**src/rtl/capture_sequencer_pkg.sv**
```systemverilog
// Shared definitions for the capture sequencer and the MCU status register decoder.
package capture_sequencer_pkg;

  localparam int unsigned ADDR_W_DEF = 18;
  localparam int unsigned TMO_W_DEF  = 16;

  typedef enum logic [2:0] {
    ST_IDLE      = 3'd0,
    ST_PRETRIG   = 3'd1,
    ST_ARMED     = 3'd2,
    ST_TRIGGERED = 3'd3,
    ST_READOUT   = 3'd4
  } cap_state_e;

  function automatic logic is_busy(input cap_state_e s);
    return (s == ST_PRETRIG) || (s == ST_ARMED) || (s == ST_TRIGGERED);
  endfunction

endpackage

```
**src/rtl/capture_sequencer_sat_counter.sv**
```systemverilog
// Saturating up-counter with synchronous clear and a terminal-value compare.
module sat_counter #(
  parameter int unsigned W = 8
) (
  input  logic         clk,
  input  logic         rst_n,
  input  logic         clr,
  input  logic         en,
  input  logic [W-1:0] limit,
  output logic         hit
);

  logic [W-1:0] count_q, count_d;

  always_comb begin
    count_d = count_q;
    if (clr) begin
      count_d = '0;
    end else if (en && (count_q != '1)) begin
      count_d = count_q + 1'b1;
    end
  end

  always_ff @(posedge clk or negedge rst_n) begin
    if (!rst_n) begin
      count_q <= '0;
    end else begin
      count_q <= count_d;
    end
  end

  assign hit = (count_q == limit);

endmodule

```
**src/rtl/capture_sequencer.sv**
```systemverilog
// Acquisition controller: pre-trigger fill, arming with auto/forced trigger, then SRAM readout.
module capture_sequencer
  import capture_sequencer_pkg::*;
#(
  parameter int unsigned ADDR_W = ADDR_W_DEF,
  parameter int unsigned TMO_W  = TMO_W_DEF
) (
  input  logic              CLK,
  input  logic              nRST,
  input  logic              CLK_EN,
  input  logic              CMD_START,
  input  logic              CMD_STOP,
  input  logic              CMD_FORCE,
  input  logic              AUTO_MODE,
  input  logic [ADDR_W-1:0] PRETRIG_LEN,
  input  logic [TMO_W-1:0]  AUTO_TMO,
  input  logic              WRITE_READY,
  input  logic [ADDR_W-1:0] ADDR_CNT_IN,
  input  logic              RD_REQ,
  output logic              START_WRITE,
  output logic              ENABLE_TRIG,
  output logic              FORCE_TRIG,
  output logic              SRAM_OWNER,
  output logic [ADDR_W-1:0] RD_ADDR,
  output logic              RD_STROBE,
  output logic              BUSY,
  output logic              DONE,
  output logic [2:0]        STATE
);

  cap_state_e        state_q, state_d;
  logic [ADDR_W-1:0] rd_addr_q, rd_addr_d;
  logic              force_trig_q, force_trig_d;
  logic              rd_strobe_q, rd_strobe_d;
  logic              start_write_q, start_write_d;
  logic              enable_trig_q, enable_trig_d;
  logic              sram_owner_q, sram_owner_d;
  logic              busy_q, busy_d;
  logic              done_q, done_d;
  logic              pre_hit, tmo_hit, auto_fire;

  // Counters sit at zero whenever their state is inactive, so entry always starts from 0.
  sat_counter #(.W(ADDR_W)) u_pre_cnt (
    .clk   (CLK),
    .rst_n (nRST),
    .clr   (state_q != ST_PRETRIG),
    .en    (CLK_EN),
    .limit (PRETRIG_LEN),
    .hit   (pre_hit)
  );

  sat_counter #(.W(TMO_W)) u_tmo_cnt (
    .clk   (CLK),
    .rst_n (nRST),
    .clr   (state_q != ST_ARMED),
    .en    (CLK_EN),
    .limit (AUTO_TMO),
    .hit   (tmo_hit)
  );

  assign auto_fire = AUTO_MODE && tmo_hit && (AUTO_TMO != '0);

  always_comb begin
    state_d      = state_q;
    rd_addr_d    = rd_addr_q;
    force_trig_d = 1'b0;
    rd_strobe_d  = 1'b0;
    if (CMD_STOP) begin
      state_d = ST_IDLE;
    end else begin
      case (state_q)
        ST_IDLE: begin
          if (CMD_START) state_d = ST_PRETRIG;
        end
        ST_PRETRIG: begin
          if (pre_hit) state_d = ST_ARMED;
        end
        ST_ARMED: begin
          if (CMD_FORCE || auto_fire) begin
            state_d      = ST_TRIGGERED;
            force_trig_d = 1'b1;
          end else if (WRITE_READY) begin
            state_d = ST_TRIGGERED;
          end
        end
        ST_TRIGGERED: begin
          if (WRITE_READY) begin
            state_d   = ST_READOUT;
            rd_addr_d = ADDR_CNT_IN;
          end
        end
        ST_READOUT: begin
          if (CMD_START) begin
            state_d = ST_PRETRIG;
          end else if (RD_REQ) begin
            rd_strobe_d = 1'b1;
            rd_addr_d   = rd_addr_q + 1'b1;
          end
        end
        default: state_d = ST_IDLE;
      endcase
    end

    // Level outputs are decoded from the next state so they line up with STATE.
    start_write_d = is_busy(state_d);
    busy_d        = is_busy(state_d);
    enable_trig_d = (state_d == ST_ARMED) || (state_d == ST_TRIGGERED);
    sram_owner_d  = (state_d == ST_READOUT);
    done_d        = (state_d == ST_READOUT);
  end

  always_ff @(posedge CLK or negedge nRST) begin
    if (!nRST) begin
      state_q       <= ST_IDLE;
      rd_addr_q     <= '0;
      force_trig_q  <= 1'b0;
      rd_strobe_q   <= 1'b0;
      start_write_q <= 1'b0;
      enable_trig_q <= 1'b0;
      sram_owner_q  <= 1'b0;
      busy_q        <= 1'b0;
      done_q        <= 1'b0;
    end else begin
      state_q       <= state_d;
      rd_addr_q     <= rd_addr_d;
      force_trig_q  <= force_trig_d;
      rd_strobe_q   <= rd_strobe_d;
      start_write_q <= start_write_d;
      enable_trig_q <= enable_trig_d;
      sram_owner_q  <= sram_owner_d;
      busy_q        <= busy_d;
      done_q        <= done_d;
    end
  end

  assign STATE       = state_q;
  assign RD_ADDR     = rd_addr_q;
  assign FORCE_TRIG  = force_trig_q;
  assign RD_STROBE   = rd_strobe_q;
  assign START_WRITE = start_write_q;
  assign ENABLE_TRIG = enable_trig_q;
  assign SRAM_OWNER  = sram_owner_q;
  assign BUSY        = busy_q;
  assign DONE        = done_q;

endmodule

```
**config.mk**
```make
export PLATFORM = sky130hd
export DESIGN_NAME = capture_sequencer
export DESIGN_NICKNAME = d
export VERILOG_FILES = /design/src/rtl/capture_sequencer_pkg.sv /design/src/rtl/capture_sequencer_sat_counter.sv /design/src/rtl/capture_sequencer.sv
export SDC_FILE = /design/constraint.sdc
export NUM_CORES = 1
export LEC_CHECK = 0
export ABC_AREA = 0
export ABC_CLOCK_PERIOD_IN_PS = 2890
export CORE_MARGIN = 1.5
export CORE_UTILIZATION = 54
export DETAILED_ROUTE_END_ITERATION = 12
export GPL_ROUTABILITY_DRIVEN = 0
export PLACE_DENSITY = 0.95
export REMOVE_ABC_BUFFERS = 1
export SYNTH_ARGS = -nofsm -noshare
export SYNTH_HDL_FRONTEND = slang
export SYNTH_SLANG_ARGS = --single-unit
```
**constraint.sdc**
```tcl
create_clock -name CLK -period 2.89 [get_ports CLK]
set_input_delay 0.867 -clock CLK [delete_from_list [all_inputs] [get_ports CLK]]
set_output_delay 0.867 -clock CLK [all_outputs]
set_load 0.02 [all_outputs]
```
Word-level counts from Yosys, hierarchy flattened. Index checks and enable logic that the tools add are counted. Widths: inputs -> output; s select.

Logic and storage cells: 67. Output and inout port bits: 28. Register bits after elaboration: 60. Input port bits: 61.

Reductions and logical operators: 15. Eq/ne operators: 17. Add/sub/neg operators: 3. Muxes and demuxes: 22. Bitwise operators: 1.

Operators with widths (number): $mux 18 (5); $add 18x1->18 const B (2); $pmux 18 s2 (1); $mux 16 (2); $eq 18x18->1 (1); $mux 3 (6); $ne 18x18->1 const B (1); $add 16x1->16 const B (1); $eq 16x16->1 (1); $ne 16x16->1 const B (1); $reduce_bool 16->1 (1); $eq 3x2->1 const B (4); $pmux 3 s4 (1); $mux 1 (7); $eq 3x1->1 const B (2); $eq 3x3->1 const B (2); $ne 2x2->1 const B (3); $reduce_bool 2->1 (3); $reduce_and 5->1 (1); $logic_and 1x1->1 (4); $logic_or 1x1->1 (4); $logic_not 3->1 (1); $ne 3x1->1 const B (1); $ne 3x2->1 const B (1); 2 further kinds (2).

Longest topological paths before layout.
Depth after elaboration: 10. Depth in mapped cells: 7. Depth with buffers taken out: 6.

Cells and area by module. Synthesis repeated with hierarchy kept, for this count alone.

Cells, all modules: 447. Area, all modules: 3986.3 µm².

Modules (own cells, without submodules): capture_sequencer (cells an instance 185, area each 1612.8 µm², sequential area each 650.6 µm², times used 1); sat_counter (u_pre_cnt) (cells an instance 145, area each 1316.3 µm², sequential area each 450.4 µm², times used 1); sat_counter (u_tmo_cnt) (cells an instance 117, area each 1057.3 µm², sequential area each 400.4 µm², times used 1).

Worst setup path after synthesis. Ideal clock, no wire load.

Path type: input port to flip-flop. From: input CMD_START. To: register rd_addr_q[14], in the netlist RD_ADDR[14]. Slack: 0.643 ns. Required time: 2.761 ns. Stages: 6. Library setup time: 0.129 ns. Arrival: 2.118 ns. Buffers on the path: 1. Path through: or4b_4 or2_4 a21o_1 buf_6 o21ai_0 o21ai_0.

Word-level cells in the longest chain between the ends: 2.

Ends and longest elaborated chain: from (decl) (line capture_sequencer.sv:11) `input logic CMD_START,`; $ne 2x2->1 (no line); $reduce_and 5->1 (no line); to (signal assigned) (line capture_sequencer.sv:125) `rd_addr_q <= rd_addr_d;`; to (decl) (line capture_sequencer.sv:32) `logic [ADDR_W-1:0] rd_addr_q, rd_addr_d;`.

Every way passes these cells. A chain may end at the register's enable or synchronous reset.

Worst setup path in the final report.
From: input CMD_START. To: register rd_addr_q[2], in the netlist RD_ADDR[2].

The elaborated chain is that of the path after synthesis.

==> impl_metrics.toml <==
[drt]
route.met3.wl_um = 908
dr.pass1.iters = 7
wirelength_mm = 10.5
ant_nets = 0
dr_wl_met2_mm = 5.06
m1WireLength_mm = 4.22
wire_per_inst_um = 17.3
vias = 3791
drc = 0
top_layer = "met4"
drt_iter0_drc = 281
vias_per_cell = 6.25

[yosys]
synth_top_cell_area_share_pct = 39.7
synth_area_mm2 = 0.00378
syn_avg_cell_area_um2 = 8.95
seq_area_frac_synth_pct = 39.7
synth_edf_count = 0
async_flop_share_pct = 100
synth_warnings = 0
synth_cell_types = 51
synthesis.instances = 422
synth-seq-cells = 60
synth_area_leaders = "dfrtp_1 40%, xnor2_1 10%, a21oi_1 4.5%, nand4_1 4.1%, nor2_1 3.9%"
yosysTopAreaCell = "dfrtp_1"
synthFlopType = "dfrtp_1"

[timing]
period_share_pct = 89.7
skew_ns = 0.00809
rsz0062_at_grt = "false"
maxSlewHeadroom_pct = 49.9
period_needed_ns = 2.59
drv_slew = 0
max_freq_mhz = 386
worst_pin_slew_ns = 0.746
hold_ws_ns = 0.564
fin_setup_tns_ns = 0
hold_viol = 0
setup_viol = 0

[power]
p_leak_nw = 1.86
p_per_area_mw_per_mm2 = 382
vdd_drop_max_uv = 336

[clocking]
cts_buffers = 9
post_cts_buffers = 0
cts.clk_slew.worst_paths_ns = 0.07
clock_sinks = 60
clock_latency_ns = 0.35
ctsResizeCount = 0
ctsRootBufferMaster = "clkbuf_8"
clk_path_buf_depth = 2
htreeDepth = 3
cts_tree = "built"
ctsHoldBuffers = 0

[critical_path]
slowest_stage = "or4b_4"
critical_path_arrival_ns = 2.80
path_cells = "clkdlybuf4s50_1, or4b_4, or2_4, a21o_1, o21ai_0, o21ai_1"
endpoint_kind = "register"
crit_required_ns = 3.10
crit_path_start_kind = "primary input"
path_class = "primary input to register"
crit_fanout = 10
cpPeakStageDelay_ns = 0.50

[layout]
final_common_cell = "clkdlybuf4s50_1"
drive_above_1_share_pct = 9.20
design_area_mm2 = 0.00497
nFillCells = 454
nNetsFinal = 570
diodes = 0
regArea_mm2 = 0.00150
area_growth_pct = 31.5
multi_input_area_mm2 = 0.00213
final_cell_mix = "87 x clkdlybuf4s50_1, 60 x dfrtp_1, 45 x xnor2_1, 39 x nor2_1, 34 x a21oi_1"

[run]
drv_cap = 0

[global_route]
antenna_found_initial = 0
grt_overflow_total = 0
grt_pass1_vias = 3557
grt_max_degree = 35
globalRouteTotalUtil_pct = 29.1
grt_pass1_wl_mm = 17.1

[floorplanning]
die_area_mm2 = 0.00751
rows = 30
io_pins = 89
coreArea_mm2 = 0.00679
floorplan.initialDensity_pct = 55.6
die_w_um = 86.7
die_h_um = 86.7

[status]
status = "completed"

[place]
placed_area_mm2 = 0.00475
port_buffers = 88
hpwl_mm = 7.25

[worst_hold_path]
hp-class = "primary input to asynchronous set/reset pin"
-- stage by stage --
step | instances | utilization [%] | total power, mW | setup slack (ns)
2_1_floorplan | 397 | - | 0.920 | -0.352
3_3_place_gp | 591 | 69.9 | 1.06 | 0.132
3_5_place_dp | 591 | 69.9 | 1.06 | 0.0822
4_1_cts | 607 | 73.1 | 1.89 | 0.317
5_1_grt | 607 | 73.1 | 1.96 | 0.251
6_report | 607 | 73.1 | 1.90 | 0.299
-- final timing paths --
path / end / cells after the start / slack (ns) / from
hold / removal: ENABLE_TRIG$_DFF_PN0_ / 1 / 0.56 / nRST
setup / recovery: RD_ADDR[2]$_DFFE_PN0P_ / 6 / 0.30 / CMD_START
hold reg to reg: RD_ADDR[13]$_DFFE_PN0P_ / 2 / 0.57 / RD_ADDR[13]$_DFFE_PN0P_
setup reg to reg: u_tmo_cnt.count_q[6]$_DFFE_PN0P_ / 5 / 0.60 / u_tmo_cnt.count_q[3]$_DFFE_PN0P_
min in group CLK: RD_ADDR[13]$_DFFE_PN0P_ / 2 / 0.57 / RD_ADDR[13]$_DFFE_PN0P_
max in group asynchronous: u_tmo_cnt.count_q[11]$_DFFE_PN0P_ / 2 / 1.71 / nRST
-- kinds of logic after synthesis --
logic type                 synth area share, %
AOI/OAI and AO/OA                         17.0
xor gates and xnor gates                  13.0
adders and majority gates                0.993
buffers and inverters                     4.01
DFF                                       39.7
muxes                                     1.06
and+or+nand+nor                           24.3
-- cell type report --
class / count / area share [%]
clock inverters: 4 / 1.46
flip-flops and latches: 60 / 30.2
repair buffers: 98 / 19.6
well taps: 96 / 2.42
inverters: 6 / 0.453
multi-input cells: 331 / 42.9
clock buffers: 12 / 2.92
-- per-layer routing --
metal	up-vias	track usage (%)
met5	-	0
met4	0	12.8
met3	43	5.14
met2	232	47.8
met1	1806	37.6
li1	1710	-
-- power breakdown --
part	switching [mW]	internal [mW]	total, mW
logic	0.0846	0.112	0.196
clock network	0.342	0.508	0.850
registers	0.00685	0.843	0.850
-- synthesized netlist by cell type, types with 3 or more instances --
| cell | number |
|---|---|
| o22ai_1 | 7 |
| o21a_1 | 3 |
| nor2_1 | 39 |
| ha_1 | 3 |
| xnor2_1 | 45 |
| nor3b_1 | 3 |
| mux2i_1 | 4 |
| buf_6 | 3 |
| a21oi_2 | 8 |
| and4_1 | 6 |
| nor4_1 | 10 |
| dfrtp_1 | 60 |
| and3_1 | 6 |
| clkbuf_1 | 17 |
| inv_1 | 6 |
| o21ai_0 | 15 |
| a2bb2oi_2 | 3 |
| buf_4 | 3 |
| nand3_1 | 21 |
| nand2b_1 | 3 |
| a21oi_1 | 34 |
| nor3_1 | 16 |
| nor2b_1 | 4 |
| xor2_1 | 11 |
| a211oi_1 | 8 |
| nand2_1 | 29 |
| nand4_1 | 25 |
-- critical path: cells and delay by family --
kind	cells	cell delay (ns)
compound gates	3	0.73
buf+inv	1	0.43
simple gates	2	0.76
-- registers in the layout, summed over array words and instances (netlist names) --
signal	count
STATE	3
u_pre_cnt.count_q	18
FORCE_TRIG	1
RD_ADDR	18
u_tmo_cnt.count_q	16
RD_STROBE	1
ENABLE_TRIG	1
BUSY	1
DONE	1
No activity file was read; power rests on OpenSTA's default activity.
